File: src/rtl/regfile_pkg.sv
// Shared register-file definitions: default geometry, the clog2 helper and the
// index-to-one-hot decode used by the write enables and by the read-side muxing.
package regfile_pkg;

  localparam int unsigned DefaultWidth    = 32;
  localparam int unsigned DefaultAddrBits = 5;
  localparam int unsigned DefaultNreq     = 4;

  // Widest register index the decode helper supports.
  localparam int unsigned MaxAddrBits = 8;
  localparam int unsigned MaxEntries  = 1 << MaxAddrBits;

  function automatic int unsigned clog2(input int unsigned n);
    int unsigned r;
    r = 0;
    for (int unsigned i = 0; i < 31; i++) begin
      if ((32'd1 << i) < n) r = i + 1;
    end
    return r;
  endfunction

  function automatic logic [MaxEntries-1:0] idx_to_onehot(input logic [MaxAddrBits-1:0] idx);
    logic [MaxEntries-1:0] oh;
    oh      = '0;
    oh[idx] = 1'b1;
    return oh;
  endfunction

endpackage

File: src/rtl/regfile_write_arbiter_rr_pick.sv
// Combinational round-robin pick: first set bit of req searching from ptr
// upwards, wrapping modulo N.
module rr_pick
  import regfile_pkg::*;
#(
  parameter int unsigned N = 4
) (
  input  logic [N-1:0]        req,
  input  logic [clog2(N)-1:0] ptr,
  output logic                gnt_valid,
  output logic [clog2(N)-1:0] gnt_idx
);

  localparam int unsigned IdxW = clog2(N);

  int unsigned idx;

  always_comb begin
    gnt_valid = 1'b0;
    gnt_idx   = '0;
    idx       = 0;
    for (int unsigned off = 0; off < N; off++) begin
      idx = (int'(ptr) + off) % N;
      if (!gnt_valid && req[idx]) begin
        gnt_valid = 1'b1;
        gnt_idx   = IdxW'(idx);
      end
    end
  end

endmodule

File: src/rtl/regfile_write_arbiter.sv
// Shares the register-file write port among NREQ requesters, each with a
// one-entry holding buffer, drained one per cycle in round-robin order.
module regfile_write_arbiter
  import regfile_pkg::*;
#(
  parameter int unsigned WIDTH     = DefaultWidth,
  parameter int unsigned ADDR_BITS = DefaultAddrBits,
  parameter int unsigned NREQ      = DefaultNreq
) (
  input  logic                      clk,
  input  logic                      reset,
  input  logic [NREQ-1:0]           req_valid,
  output logic [NREQ-1:0]           req_ready,
  input  logic [NREQ*ADDR_BITS-1:0] req_addr,
  input  logic [NREQ*WIDTH-1:0]     req_data,
  output logic                      wr_valid,
  output logic [ADDR_BITS-1:0]      wr_addr,
  output logic [WIDTH-1:0]          wr_data,
  output logic [2**ADDR_BITS-1:0]   wr_enables,
  output logic [clog2(NREQ)-1:0]    grant_id
);

  localparam int unsigned IdW      = clog2(NREQ);
  localparam int unsigned NEntries = 1 << ADDR_BITS;

  logic [NREQ-1:0]      full_q, full_d, accept;
  logic [ADDR_BITS-1:0] buf_addr_q [NREQ];
  logic [WIDTH-1:0]     buf_data_q [NREQ];
  logic [IdW-1:0]       ptr_q, ptr_d;

  logic                 wr_valid_q, wr_valid_d;
  logic [ADDR_BITS-1:0] wr_addr_q, wr_addr_d;
  logic [WIDTH-1:0]     wr_data_q, wr_data_d;
  logic [IdW-1:0]       grant_id_q, grant_id_d;

  logic                 gnt_valid;
  logic [IdW-1:0]       gnt_idx;

  rr_pick #(
    .N(NREQ)
  ) u_pick (
    .req      (full_q),
    .ptr      (ptr_q),
    .gnt_valid(gnt_valid),
    .gnt_idx  (gnt_idx)
  );

  assign req_ready = ~full_q;
  assign accept    = req_valid & ~full_q;

  // A granted buffer is full and an accepting one is empty, so both can apply on one edge.
  always_comb begin
    full_d     = full_q | accept;
    ptr_d      = ptr_q;
    wr_valid_d = 1'b0;
    wr_addr_d  = wr_addr_q;
    wr_data_d  = wr_data_q;
    grant_id_d = grant_id_q;
    if (gnt_valid) begin
      full_d[gnt_idx] = 1'b0;
      wr_valid_d      = 1'b1;
      wr_addr_d       = buf_addr_q[gnt_idx];
      wr_data_d       = buf_data_q[gnt_idx];
      grant_id_d      = gnt_idx;
      if (int'(gnt_idx) == int'(NREQ) - 1) ptr_d = '0;
      else                                 ptr_d = gnt_idx + 1'b1;
    end
  end

  always_ff @(posedge clk) begin
    if (reset) begin
      full_q     <= '0;
      ptr_q      <= '0;
      wr_valid_q <= 1'b0;
      wr_addr_q  <= '0;
      wr_data_q  <= '0;
      grant_id_q <= '0;
    end else begin
      full_q     <= full_d;
      ptr_q      <= ptr_d;
      wr_valid_q <= wr_valid_d;
      wr_addr_q  <= wr_addr_d;
      wr_data_q  <= wr_data_d;
      grant_id_q <= grant_id_d;
    end
  end

  // Payload storage needs no reset; validity lives in full_q.
  always_ff @(posedge clk) begin
    for (int unsigned i = 0; i < NREQ; i++) begin
      if (accept[i]) begin
        buf_addr_q[i] <= req_addr[i*ADDR_BITS +: ADDR_BITS];
        buf_data_q[i] <= req_data[i*WIDTH +: WIDTH];
      end
    end
  end

  logic [MaxEntries-1:0] addr_dec;

  always_comb begin
    addr_dec   = idx_to_onehot(MaxAddrBits'(wr_addr_q));
    wr_enables = '0;
    if (wr_valid_q) wr_enables = addr_dec[NEntries-1:0];
    // r0 is hardwired to zero.
    wr_enables[0] = 1'b0;
  end

  if (NEntries < MaxEntries) begin : g_dec_sink
    logic unused_dec_hi;
    assign unused_dec_hi = ^addr_dec[MaxEntries-1:NEntries];
  end

  assign wr_valid = wr_valid_q;
  assign wr_addr  = wr_addr_q;
  assign wr_data  = wr_data_q;
  assign grant_id = grant_id_q;

endmodule

File: config.mk
export PLATFORM = sky130hd
export DESIGN_NAME = regfile_write_arbiter
export DESIGN_NICKNAME = d
export VERILOG_FILES = /design/src/rtl/regfile_pkg.sv /design/src/rtl/regfile_write_arbiter_rr_pick.sv /design/src/rtl/regfile_write_arbiter.sv
export SDC_FILE = /design/constraint.sdc
export NUM_CORES = 1
export LEC_CHECK = 0
export BUFFER_PORTS_ARGS = -buffer_cell sky130_fd_sc_hd__buf_2
export CAP_MARGIN = 25
export CORE_MARGIN = 2
export CORE_UTILIZATION = 50
export DETAILED_ROUTE_END_ITERATION = 8
export GPL_TIMING_DRIVEN = 0
export HOLD_SLACK_MARGIN = 0.1
export MAX_ROUTING_LAYER = met4
export PLACE_DENSITY = 0.79
export SETUP_SLACK_MARGIN = 0.2
export SLEW_MARGIN = 15
export SYNTH_ARGS = -nofsm -noshare
export SYNTH_HDL_FRONTEND = slang
export SYNTH_SLANG_ARGS = --single-unit
File: constraint.sdc
create_clock -name clk -period 3.47 [get_ports clk]
set_input_delay 0.347 -clock clk [delete_from_list [all_inputs] [get_ports clk]]
set_output_delay 0.347 -clock clk [all_outputs]
set_load 0.02 [all_outputs]
; ---- Word level (Yosys, flattened, before mapping)
; Memory sizes are Yosys's and may differ from the RTL's. A register that Yosys moved wholly into a read port is not among the register bits.
; Cells that the tools add are included.
[classes]
addsub = 4
n_lt_le_gt_ge = 8
eq_ne = 1
mux = 32
bitwise = 5
reduce_logical = 8
[ops]
columns = cell, count
row1 = $mux 32, 1
row2 = $mux 1, 19
row3 = $lt 2x3->1 const B, 5
row4 = $mux 2, 5
row5 = $lt 5x9->1 const B, 1
row6 = $and 4x4->4, 2
row7 = $bmux 1 s2, 4
row8 = $not 4->4, 2
row9 = $demux 1 s5, 1
row10 = $ge 5x1->1 const B, 1
row11 = $logic_and 1x1->1, 5
row12 = $add 2x1->2 const B, 2
row13 = $add 2x2->2 const B, 2
row14 = $mux 4, 1
row15 = $or 4x4->4, 1
row16 = $logic_not 1->1, 3
row17 = $demux 1 s2, 1
row18 = $eq 2x1->1 const B, 1
row19 = $ge 2x1->1 const B, 1
[word_totals]
ff_bits = 9
mem_bits_rw = 148
inputBits = 154
output_inout_bits = 76
wordCells = 64
n_memories = 2
[memory_table]
columns = name, words, width, rd, rd_clocked_by_memory_dff, write_ports, line_no
row1 = buf_data_q, 4, 32, 1, 1, 4, regfile_write_arbiter.sv:28  ; logic [WIDTH-1:0] buf_data_q [NREQ];
row2 = buf_addr_q, 4, 5, 1, 1, 4, regfile_write_arbiter.sv:27  ; logic [ADDR_BITS-1:0] buf_addr_q [NREQ];

; ---- Longest topological paths before layout
; Gate-level depths: netlist of run 1.
[logic_depth]
depth_word = 19
depth_mapped = 9
depth_no_buf = 7

; ---- Cells and area by module
; A second synthesis of run 1 with hierarchy kept.
[unflattened]
hier_cells = 463
area_unflattened_um2 = 7668.6
[modules_own_cells]
columns = mod, n_inst, cells_per_inst, area_per_inst_um2, seq_area_each_um2
row1 = regfile_write_arbiter, 1, 448, 7591.0, 5365.1
row2 = rr_pick, 1, 15, 77.6, 0.0

; ---- Worst setup path after synthesis of run 1
; Ideal clock, no wire load.
[synth_timing]
path_type = register to register
from = register full_q[2]
to = memory buf_addr_q[2][0] (netlist name), enable pin
setup_time_ns = 0.435
t_arrival_ns = 2.119
required_ns = 3.035
path_slack_ns = 0.916
path_stages_with_launch = 3
n_path_buf = 1
period_less_slack_ns = 2.554
cell_sequence = dfxtp_1 clkbuf_2 nor2b_1
[synth_rtl]
columns = item, line_no
row1 = "start, declared", regfile_write_arbiter.sv:26  ; logic [NREQ-1:0] full_q, full_d, accept;
row2 = "start signal, assigned", regfile_write_arbiter.sv:79  ; full_q <= full_d;
row3 = "end, declared", regfile_write_arbiter.sv:27

; ---- Worst setup path in the final report of run 1
[layout_timing]
from = register full_q[2]
to = register wr_data_q[9], in the netlist wr_data[9] (read register of buf_data_q)
[layout_via]
elab_chain_len = 12
word_cells_on_any_way = 22
cone_classes = 16 x mux / 6 x reduce/logical
[layout_rtl]
columns = item, line_no
row1 = $bmux 1 s2, regfile_write_arbiter_rr_pick.sv:24  ; if (!gnt_valid && req[idx]) begin
row2 = $mux 1 (not written as such), regfile_write_arbiter_rr_pick.sv:24
row3 = $mux 1, regfile_write_arbiter_rr_pick.sv:24
row4 = $logic_not 1->1, regfile_write_arbiter_rr_pick.sv:24
row5 = $logic_and 1x1->1, regfile_write_arbiter_rr_pick.sv:24
row6 = $mux 1, regfile_write_arbiter_rr_pick.sv:24
row7 = $logic_not 1->1, regfile_write_arbiter_rr_pick.sv:24
row8 = $logic_and 1x1->1, regfile_write_arbiter_rr_pick.sv:24
row9 = $mux 1, regfile_write_arbiter_rr_pick.sv:24
row10 = $logic_not 1->1, regfile_write_arbiter_rr_pick.sv:24
row11 = $logic_and 1x1->1, regfile_write_arbiter_rr_pick.sv:24
row12 = $mux 2 or $mux 1 (tied branches), regfile_write_arbiter_rr_pick.sv:24
row13 = "end, declared", regfile_write_arbiter.sv:33  ; logic [WIDTH-1:0] wr_data_q, wr_data_d;
; Several ways; a longest one is shown, not always the timed one. The select of a mux whose other input is x is not followed.
; A chain may end at the register's enable or synchronous reset.

==> results of run 1 <==
## worst paths after layout
path / endpoint / slack [ns] / startpoint
worst max-delay path: wr_data[9]$_SDFFE_PP0N_ / 1.10 / full_q[2]$_SDFF_PP0_
worst max register to register: wr_data[9]$_SDFFE_PP0N_ / 1.10 / full_q[2]$_SDFF_PP0_
worst min-delay path: buf_data_q[3][0]$_DFFE_PP_ / 0.11 / req_data[96]
worst min register to register: grant_id[1]$_SDFFE_PP0N_ / 0.47 / grant_id[1]$_SDFFE_PP0N_
## cell type report
| type | count | area share, % |
|---|---|---|
| sequential | 194 | 50.3 |
| buffer | 30 | 1.74 |
| tap | 180 | 2.11 |
| clock inverter | 12 | 1.01 |
| inverter | 6 | 0.211 |
| antenna | 1 | 0.0235 |
| clock buffer | 20 | 4.19 |
| multi-input combinational | 239 | 15.7 |
| timing repair buffer | 370 | 24.7 |
## stage by stage
stage	utilization [%]	worst slack, ns	hold slack, ns	setup TNS [ns]	instance area (um^2)
floorplan	-	0.916	0.438	0	7220
global placement	61.4	-0.486	0.443	-50.90	8580
detailed placement	62.4	1.09	0.446	0	8720
CTS	76.1	1.08	0.100	0	10600
global route	76.2	0.859	0.100	0	10700
finish	76.2	1.10	0.106	0	10700
## synth_stat cells (all sizes together)
| cell type | number |
|---|---|
| a211o | 1 |
| a211oi | 2 |
| a21o | 1 |
| a21oi | 10 |
| a222oi | 10 |
| a22oi | 13 |
| buf | 14 |
| clkbuf | 16 |
| conb | 1 |
| dfxtp | 46 |
| edfxtp | 148 |
| ha | 2 |
| inv | 6 |
| mux2i | 53 |
| nand2 | 34 |
| nand2b | 1 |
| nand3 | 2 |
| nand3b | 5 |
| nand4 | 1 |
| nor2 | 44 |
| nor2b | 5 |
| nor3 | 4 |
| nor4 | 1 |
| o211ai | 12 |
| o21ai | 3 |
| o221ai | 16 |
| o22a | 1 |
| o22ai | 12 |
| or2 | 1 |
| or3 | 1 |
| or3b | 3 |
## registers in the layout, summed over array words and instances, names as in the netlist
signal / flops
buf_data_q: 128
ptr_q: 2
grant_id: 2
wr_valid: 1
buf_addr_q: 20
full_q: 4
wr_addr: 5
wr_data: 32
## layer usage
metal	track usage (%)	up-vias
li1	-	2595
met1	32.0	2798
met2	50.9	332
met3	5.17	54
met4	12.1	0
met5	-	-
## cell families after synthesis
kind of cell	synth area share (%)
flip-flops	74.3
AND/OR/NAND/NOR	6.33
AO/OA/AOI/OAI	8.70
multiplexers	7.35
buffers and inverters	2.88
adder cells (fa/ha/maj)	0.347
other	0.0520
## critical path, stage by stage (launching register included)
cell,delay [ns]
dfxtp_1,0.31
clkbuf_2,0.20
inv_2,0.13
nand4_1,0.22
nor2_1,0.64
clkbuf_1,0.50
a22oi_1,0.18
o211ai_1,0.12
## where the power goes
| part | internal (mW) | switching [mW] | total (mW) |
|---|---|---|---|
| clock network | 1.01 | 0.863 | 1.87 |
| logic | 0.587 | 0.795 | 1.38 |
| registers | 2.78 | 0.121 | 2.90 |
==> run metrics, run 1 <==
final cycle utilization of the critical path=about two thirds; maxcap violations=0; PwrDens=577 nW/um^2; Die Y=around 120 um; global route overflow=0; most common cell after layout, fill and taps aside=buf_2; Tmin final=2.37 ns; Req. time, crit path=about 3.8 ns; FF/Latch Area=approximately 5400 um^2; CTS H-tree lvls=4; core area=around 14000 um^2; area occupied by multi-input gates=between 1500 and 2000 um^2; Clock Skew=0.00710 ns; Total GRT Usage=28.8%; status=finished, final reports clean; Max Clk Rate=between 0.4 and 0.5 GHz; Max Slew Vio Count=0; FF-to-FF path depth=7; placed insts=slightly below 900; drt total wl=about 22000 um; vias=around 5800; WS Path Type=register to register; final setup fails=0; residual DRC count=0; routed length on met3=1400 um; CP startpoint kind=register; routability cong.=0.879; clock root cell=clkbuf_16; Net Count, Synth=between 600 and 700; area grow syn2layout=47.7%; VDD IR max=slightly below 0.0004 V; initial antenna violation count=0; Met1 Wirelength=8040 um; total die area=~15000 um^2; CTS Buf Count=17; syn avg cell area=around 15 um^2; cell area after synthesis=7220 um^2; Min-Delay Path Depth=1; cts repair resizes=0; CTS Hold Buffers Added=136; Finished Layout Cells=around 1100; Slew headroom=roughly two fifths; area leader, netlist=edfxtp_1; CTS tree=done; DR top layer=met4; Worst-path clk slew=roughly 0.07 ns; die span in x=~120 um; Detail Route Antenna Nets=0; CTS Buffer Depth=2; 1st-iter DRT viols=around 460; RSZ-0062 raised after global routing=false; DR WL/cell=about 20 um; post-synthesis register bit count=a little under 200; YS warnings=0; Skew-Pair Late Insertion Delay=between 0.4 and 0.5 ns; final net count=1014; first-pass GRT wire length=a little over 30000 um; metal2 WL=11400 um; # clock sinks=between 150 and 200; Synth Instances=469; Design Power=~6 mW; Arr. time, crit path=roughly 2.7 ns; nature of the critical path endpoint=register; largest net degree at the start of global routing=22; drt first pass iters=5; # IOs=230; layout cell share with drive strength beyond 1=between 30% and 40%; Final Hold Viols=0; slew of the pin with the lowest slew margin=0.886 ns; Max Fanout on Critical Path=10; via density per instance=about 5.5; top cell type's share of synthesized area=between 60% and 70%; number of port buffers=approximately 230; top post-synthesis cells by area=edfxtp_1, dfxtp_1, mux2i_1; vias in the first global route=6000; Fillers=just over 800; Cell variety after synth=43; Detail Placement HPWL=approximately 13000 um; leakage power total=4.34 nW; Initial Utilization=between 50% and 60%; most frequent cells in the layout=buf_2, edfxtp_1, dlygate4sd3_1; number of setup buffers added after CTS=0; Row Count=43; register area share after synthesis=between 70% and 80%; worst hold path class=input port to register
Note: power is estimated with default switching activity, not from simulation.
==> inputs of run 2 (changes only) <==
==> constraint.sdc (replaced) <==
create_clock -name clk -period 2.4 [get_ports clk]
set_input_delay 0.24 -clock clk [delete_from_list [all_inputs] [get_ports clk]]
set_output_delay 0.24 -clock clk [all_outputs]
set_load 0.02 [all_outputs]
==> run 2 against run 1 <==
Net effect: utilization is 1.8 points higher; global-route usage is 1.6 points higher; clock power is 61% higher; largest cell class unchanged; critical endpoint is now wr_data[4]$_SDFFE_PP0N_; critical path depth is 1 lower; register-to-register slack worse by 0.88 ns; critical path type unchanged.
==> run metrics, run 2 (synthesis gave the netlist of run 1 again) <==
status=finished, final reports clean; Final Hold Viols=0; CTS H-tree lvls=4; RSZ-0062 raised after global routing=true; final setup fails=0; worst hold path class=input port to register; drt first pass iters=7; P_int=roughly 6.7 mW; final cycle utilization of the critical path=between 90 and 100%; initial antenna violation count=1; via density per instance=between 5 and 6; Die Y=between 100 and 150 um; routed length on met3=between 1500 and 2000 um; Slowest-stage cell, CP=nor2_1; vias=5897; area grow syn2layout=51.2%; layout cell share with drive strength beyond 1=about a third; FF/Latch Area=5370 um^2; Finished Layout Cells=approximately 1100; clock root cell=clkbuf_16; VDD IR max=between 0.0005 and 0.0006 V; Total GRT Usage=30.4%; crit path from=ptr_q[1]$_SDFFE_PP0N_; Arr. time, crit path=2.52 ns; Worst-path clk slew=~0.07 ns; CTS Buffer Depth=2; Largest register FFs=about 130; Clk pwr share=32.4%; Finished Core Util=78.0%; # clock sinks=between 150 and 200; Psw=roughly 2.6 mW; die span in x=between 100 and 150 um; Max Fanout on Critical Path=10; final net count=roughly 1000; most flop-heavy register=buf_data_q; core area=14000 um^2; post-route cell area=10900 um^2; Max Slew Vio Count=0; Met1 Wirelength=about 8100 um; Row Count=43; Tmin final=around 2.2 ns; hold_sp=req_valid[2]; residual DRC count=0; CTS Buf Count=17; number of port buffers=228; area occupied by multi-input gates=1690 um^2; global route overflow=0; routability cong.=~0.85; first-pass GRT wire length=between 30000 and 40000 um; Initial Utilization=around half; CP startpoint kind=register; # IOs=230; leakage power total=around 4.5 nW; Critical R2R Launch=ptr_q[1]$_SDFFE_PP0N_; CTS tree=done; WS Path Type=register to register; Comb pwr share=between 20 and 25%; Req. time, crit path=2.74 ns; DR WL/cell=approximately 21 um; most frequent cells in the layout=buf_2, dlygate4sd3_1, edfxtp_1; Worst path most repeated cell=o22ai_1; most common cell after layout, fill and taps aside=buf_2; switch share=around 28%; pre-CTS WS=around 0.066 ns; total die area=approximately 15000 um^2; slew of the pin with the lowest slew margin=about 0.86 ns; placed instance area=a little under 9000 um^2; maxcap violations=0; Skew-Pair Late Insertion Delay=0.43 ns; Slew headroom=42.7%; CP Capture Point=wr_data[4]$_SDFFE_PP0N_; Fillers=~800; Detail Route Antenna Nets=0; metal2 WL=12200 um; FF-to-FF setup slack=~0.22 ns; PwrDens=about 850 nW/um^2; Detail Placement HPWL=between 10000 and 15000 um; drt total wl=22600 um; Max Clk Rate=roughly 0.46 GHz; placed insts=roughly 880; Critical Path, Cell by Cell=buf_2 -> o22ai_1 -> a21oi_1 -> nor2_1 -> a222oi_1 -> o22ai_1; DR top layer=met4; vias in the first global route=between 6000 and 7000; max incr delay on CP=roughly 0.68 ns; 1st-iter DRT viols=around 500; Clock Skew=approximately 0.0094 ns; Final WS setup=~0.22 ns; FF-to-FF path depth=6; largest net degree at the start of global routing=25; worst r2r dst=wr_data[4]$_SDFFE_PP0N_; nature of the critical path endpoint=register; sequential power share=45.2%
==> run 2: per-layer routing <==
metal | track usage (%) | vias to the layer above
li1 | - | 2617
met1 | 33.4 | 2834
met2 | 52.9 | 387
met3 | 5.27 | 59
met4 | 15.7 | 0
met5 | - | -
==> run 2: worst min path at each step <==
stage          cells after the start                          to  slack [ns]
3_3_place_gp                       1  buf_data_q[2][7]$_DFFE_PP_        0.42
5_1_grt                            3        full_q[2]$_SDFF_PP0_        0.11
4_1_cts                            3        full_q[1]$_SDFF_PP0_        0.10
3_5_place_dp                       1  buf_data_q[2][7]$_DFFE_PP_        0.42
6_report                           3        full_q[2]$_SDFF_PP0_        0.12
2_1_floorplan                      0  buf_addr_q[0][0]$_DFFE_PP_        0.34
==> run 2: cell type report <==
class / count / area share [%]
diodes: 1 / 0.0229
plain buffers: 30 / 1.78
flip-flops and latches: 194 / 49.2
well taps: 180 / 2.06
clock buffers: 19 / 3.97
multi-input cells: 239 / 15.5
inverters: 6 / 0.206
repair buffers: 386 / 25.6
clock inverters: 13 / 1.72
==> run 2: repair_timing <==
action | 4_1_cts | 5_1_grt
endpoints found under the hold margin | 149 | 0
hold buffers | 149 | 0
setup buffers | 0 | 4
setup endpoints to repair | 20 | 38
pin swaps | 0 | 1
resized for setup | 1 | 14
==> run 2: critical path: cells and delay by family (launching register included) <==
family          cells  cell delay (ns)
compound gates      4             0.83
flops               1             0.37
simple gates        1             0.68
buf+inv             1             0.20
==> run 2: through the flow <==
step / hold slack, ns / power, mW / setup TNS (ns)
final: 0.121 / 9.29 / 0
after detailed placement: 0.418 / 6.03 / 0
after floorplan: 0.339 / 5.35 / 0
after CTS: 0.100 / 9.14 / 0
after global routing: 0.106 / 9.59 / 0
after global placement: 0.417 / 5.92 / -22.33
==> run 2: power by group through the flow <==
| stage | registers, mW | logic, mW | clock network, mW |
|---|---|---|---|
| 6_report | 4.19 | 2.09 | 3.01 |
| 5_1_grt | 4.22 | 2.22 | 3.15 |
| 4_1_cts | 4.17 | 1.99 | 2.98 |
| 3_5_place_dp | 4.24 | 1.79 | 0 |
| 3_3_place_gp | 4.23 | 1.68 | 0 |
| 2_1_floorplan | 4.40 | 0.948 | 0 |
==> inputs of run 3 (changes only) <==
--- a/config.mk
+++ b/config.mk
@@ -5,14 +5,14 @@
 export SDC_FILE = /design/constraint.sdc
 export NUM_CORES = 1
 export LEC_CHECK = 0
+export ABC_AREA = 0
 export BUFFER_PORTS_ARGS = -buffer_cell sky130_fd_sc_hd__buf_2
 export CAP_MARGIN = 25
 export CORE_MARGIN = 2
 export CORE_UTILIZATION = 50
 export DETAILED_ROUTE_END_ITERATION = 8
 export GPL_TIMING_DRIVEN = 0
-export HOLD_SLACK_MARGIN = 0.1
-export MAX_ROUTING_LAYER = met4
+export HOLD_SLACK_MARGIN = 0.06
 export PLACE_DENSITY = 0.79
 export SETUP_SLACK_MARGIN = 0.2
 export SLEW_MARGIN = 15
==> run 3 against run 2 <==
Net effect: power grew 0.13%; register-to-register slack better by 0.03 ns; die area unchanged; via count decreased by 0.41%; count of clock-buffer cells in the layout unchanged; sequential cell count did not move; critical endpoint unchanged; largest cell class unchanged; highest routed layer unchanged.
==> run metrics, run 3 (synthesis gave the netlist of run 1 again) <==
status=finished, final reports clean; leakage power total=about 4.5 nW; final hold slack=roughly 0.10 ns; DR WL/cell=between 20 and 25 um; first-pass GRT wire length=around 33000 um; most frequent cells in the layout=buf_2, edfxtp_1, dlygate4sd3_1; Critical Path, Cell by Cell=clkbuf_2 -> nor4_2 -> clkbuf_1 -> a222oi_1 -> o22ai_1; Skew-Pair Late Insertion Delay=0.44 ns; Finished Core Util=about 78%; Max Clk Rate=between 0.4 and 0.5 GHz; pre-CTS WS=0.0660 ns; Worst-path clk slew=0.07 ns; largest net degree at the start of global routing=25; initial antenna violation count=1; global route overflow=0; number of port buffers=between 200 and 250; Row Count=43; DR top layer=met4; Final Hold Viols=0; most flop-heavy register=buf_data_q; CTS Buffer Depth=2; maxcap violations=0; # clock sinks=194; Final WS setup=about 0.25 ns; Clock Skew=0.0107 ns; residual DRC count=0; Req. time, crit path=2.75 ns; metal2 WL=roughly 12000 um; worst hold path class=input port to register; Max Slew Vio Count=0; VDD IR max=0.000570 V; CTS Buf Count=17; via density per instance=5.50; final cycle utilization of the critical path=between 80% and 90%; Tmin final=2.15 ns; RSZ-0062 raised after global routing=true; placed instance area=~8700 um^2; most common cell after layout, fill and taps aside=buf_2; Fillers=802; post-route cell area=~11000 um^2; Detail Placement HPWL=12800 um; CP startpoint kind=register; 1st-iter DRT viols=around 490; die span in x=between 100 and 150 um; Slowest-stage cell, CP=nor4_2; Die Y=124 um; slew of the pin with the lowest slew margin=roughly 0.64 ns; CTS H-tree lvls=4; nature of the critical path endpoint=register; Slew headroom=between 50% and 60%; layout cell share with drive strength beyond 1=around a third; core area=between 10000 and 15000 um^2; final net count=approximately 1000; routed length on met3=1740 um; PwrDens=~850 nW/um^2; total die area=~15000 um^2; Largest register FFs=~130; Post-Route Setup TNS=0 ns; final setup fails=0; vias in the first global route=~6000; Detail Route Antenna Nets=0; vias=around 5900; drt first pass iters=7; area grow syn2layout=51.2%; routability cong.=~0.84; CTS tree=done; Total GRT Usage=29.5%; Met1 Wirelength=between 7000 and 8000 um; Initial Utilization=51.6%; # IOs=230; WS Path Type=register to register; number of inserted diodes=0; Max Fanout on Critical Path=10; Arr. time, crit path=roughly 2.5 ns; max incr delay on CP=around 0.6 ns; drt total wl=22600 um; clock root cell=clkbuf_16
-- run 3: cell types whose count changed in the layout (fill, tap and decap cells not counted), sizes merged --
cell,change
diode,-1
clkbuf,-1
buf,+2
dlygate4sd3,-1
-- run 3: worst max-delay path, delay by kind of cell, from the launching register on --
kind / cells / cell delay, ns
flops: 1 / 0.30
compound gates: 2 / 0.49
simple gates: 1 / 0.59
buf+inv: 2 / 0.69
-- run 3: power by group --
group,switching (mW),total [mW],internal [mW],leakage (nW)
Sequential,0.178,4.19,4.02,1.80
Combinational,1.19,2.09,0.903,2.37
Clock,1.26,3.01,1.75,0.294
Total,2.63,9.30,6.67,4.46
-- run 3: metrics by stage --
| stage | std cells | power [mW] |
|---|---|---|
| after CTS | 1062 | 9.14 |
| final | 1067 | 9.30 |
| after detailed placement | 882 | 6.03 |
| after floorplan | 469 | 5.35 |
| after global placement | 877 | 5.92 |
| after global routing | 1067 | 9.59 |
-- run 3: path summary, 6_finish.rpt --
path,endpoint,from,slack (ns),cells after the start
min,full_q[3]$_SDFF_PP0_,req_valid[3],0.10,3
max reg2reg,wr_data[4]$_SDFFE_PP0N_,full_q[2]$_SDFF_PP0_,0.25,5
min reg2reg,wr_data[12]$_SDFFE_PP0N_,wr_data[12]$_SDFFE_PP0N_,0.47,2
max,wr_data[4]$_SDFFE_PP0N_,full_q[2]$_SDFF_PP0_,0.25,5
-- run 3: final cells by class --
| class | instances | area (um^2) | share of cell area (%) |
|---|---|---|---|
| plain buffers | 30 | 191 | 1.75 |
| clock buffers | 19 | 433 | 3.97 |
| multi-input cells | 239 | 1690 | 15.5 |
| flip-flops and latches | 194 | 5370 | 49.2 |
| clock inverters | 13 | 188 | 1.72 |
| inverters | 6 | 22.5 | 0.206 |
| well taps | 180 | 225 | 2.06 |
| repair buffers | 386 | 2790 | 25.6 |
-- run 3: timing repair --
item	4_1_cts	5_1_grt
gates resized for setup	1	14
buffers inserted	0	5
endpoints found under the setup margin	20	36
pin swaps	0	1
hold buffers	148	0
endpoints found under the hold margin	148	0
-- run 3: metal layers --
layer	up-vias	track usage, %
met1	2827	32.9
met5	-	0
met2	367	52.9
met4	0	15.9
li1	2611	-
met3	68	5.95
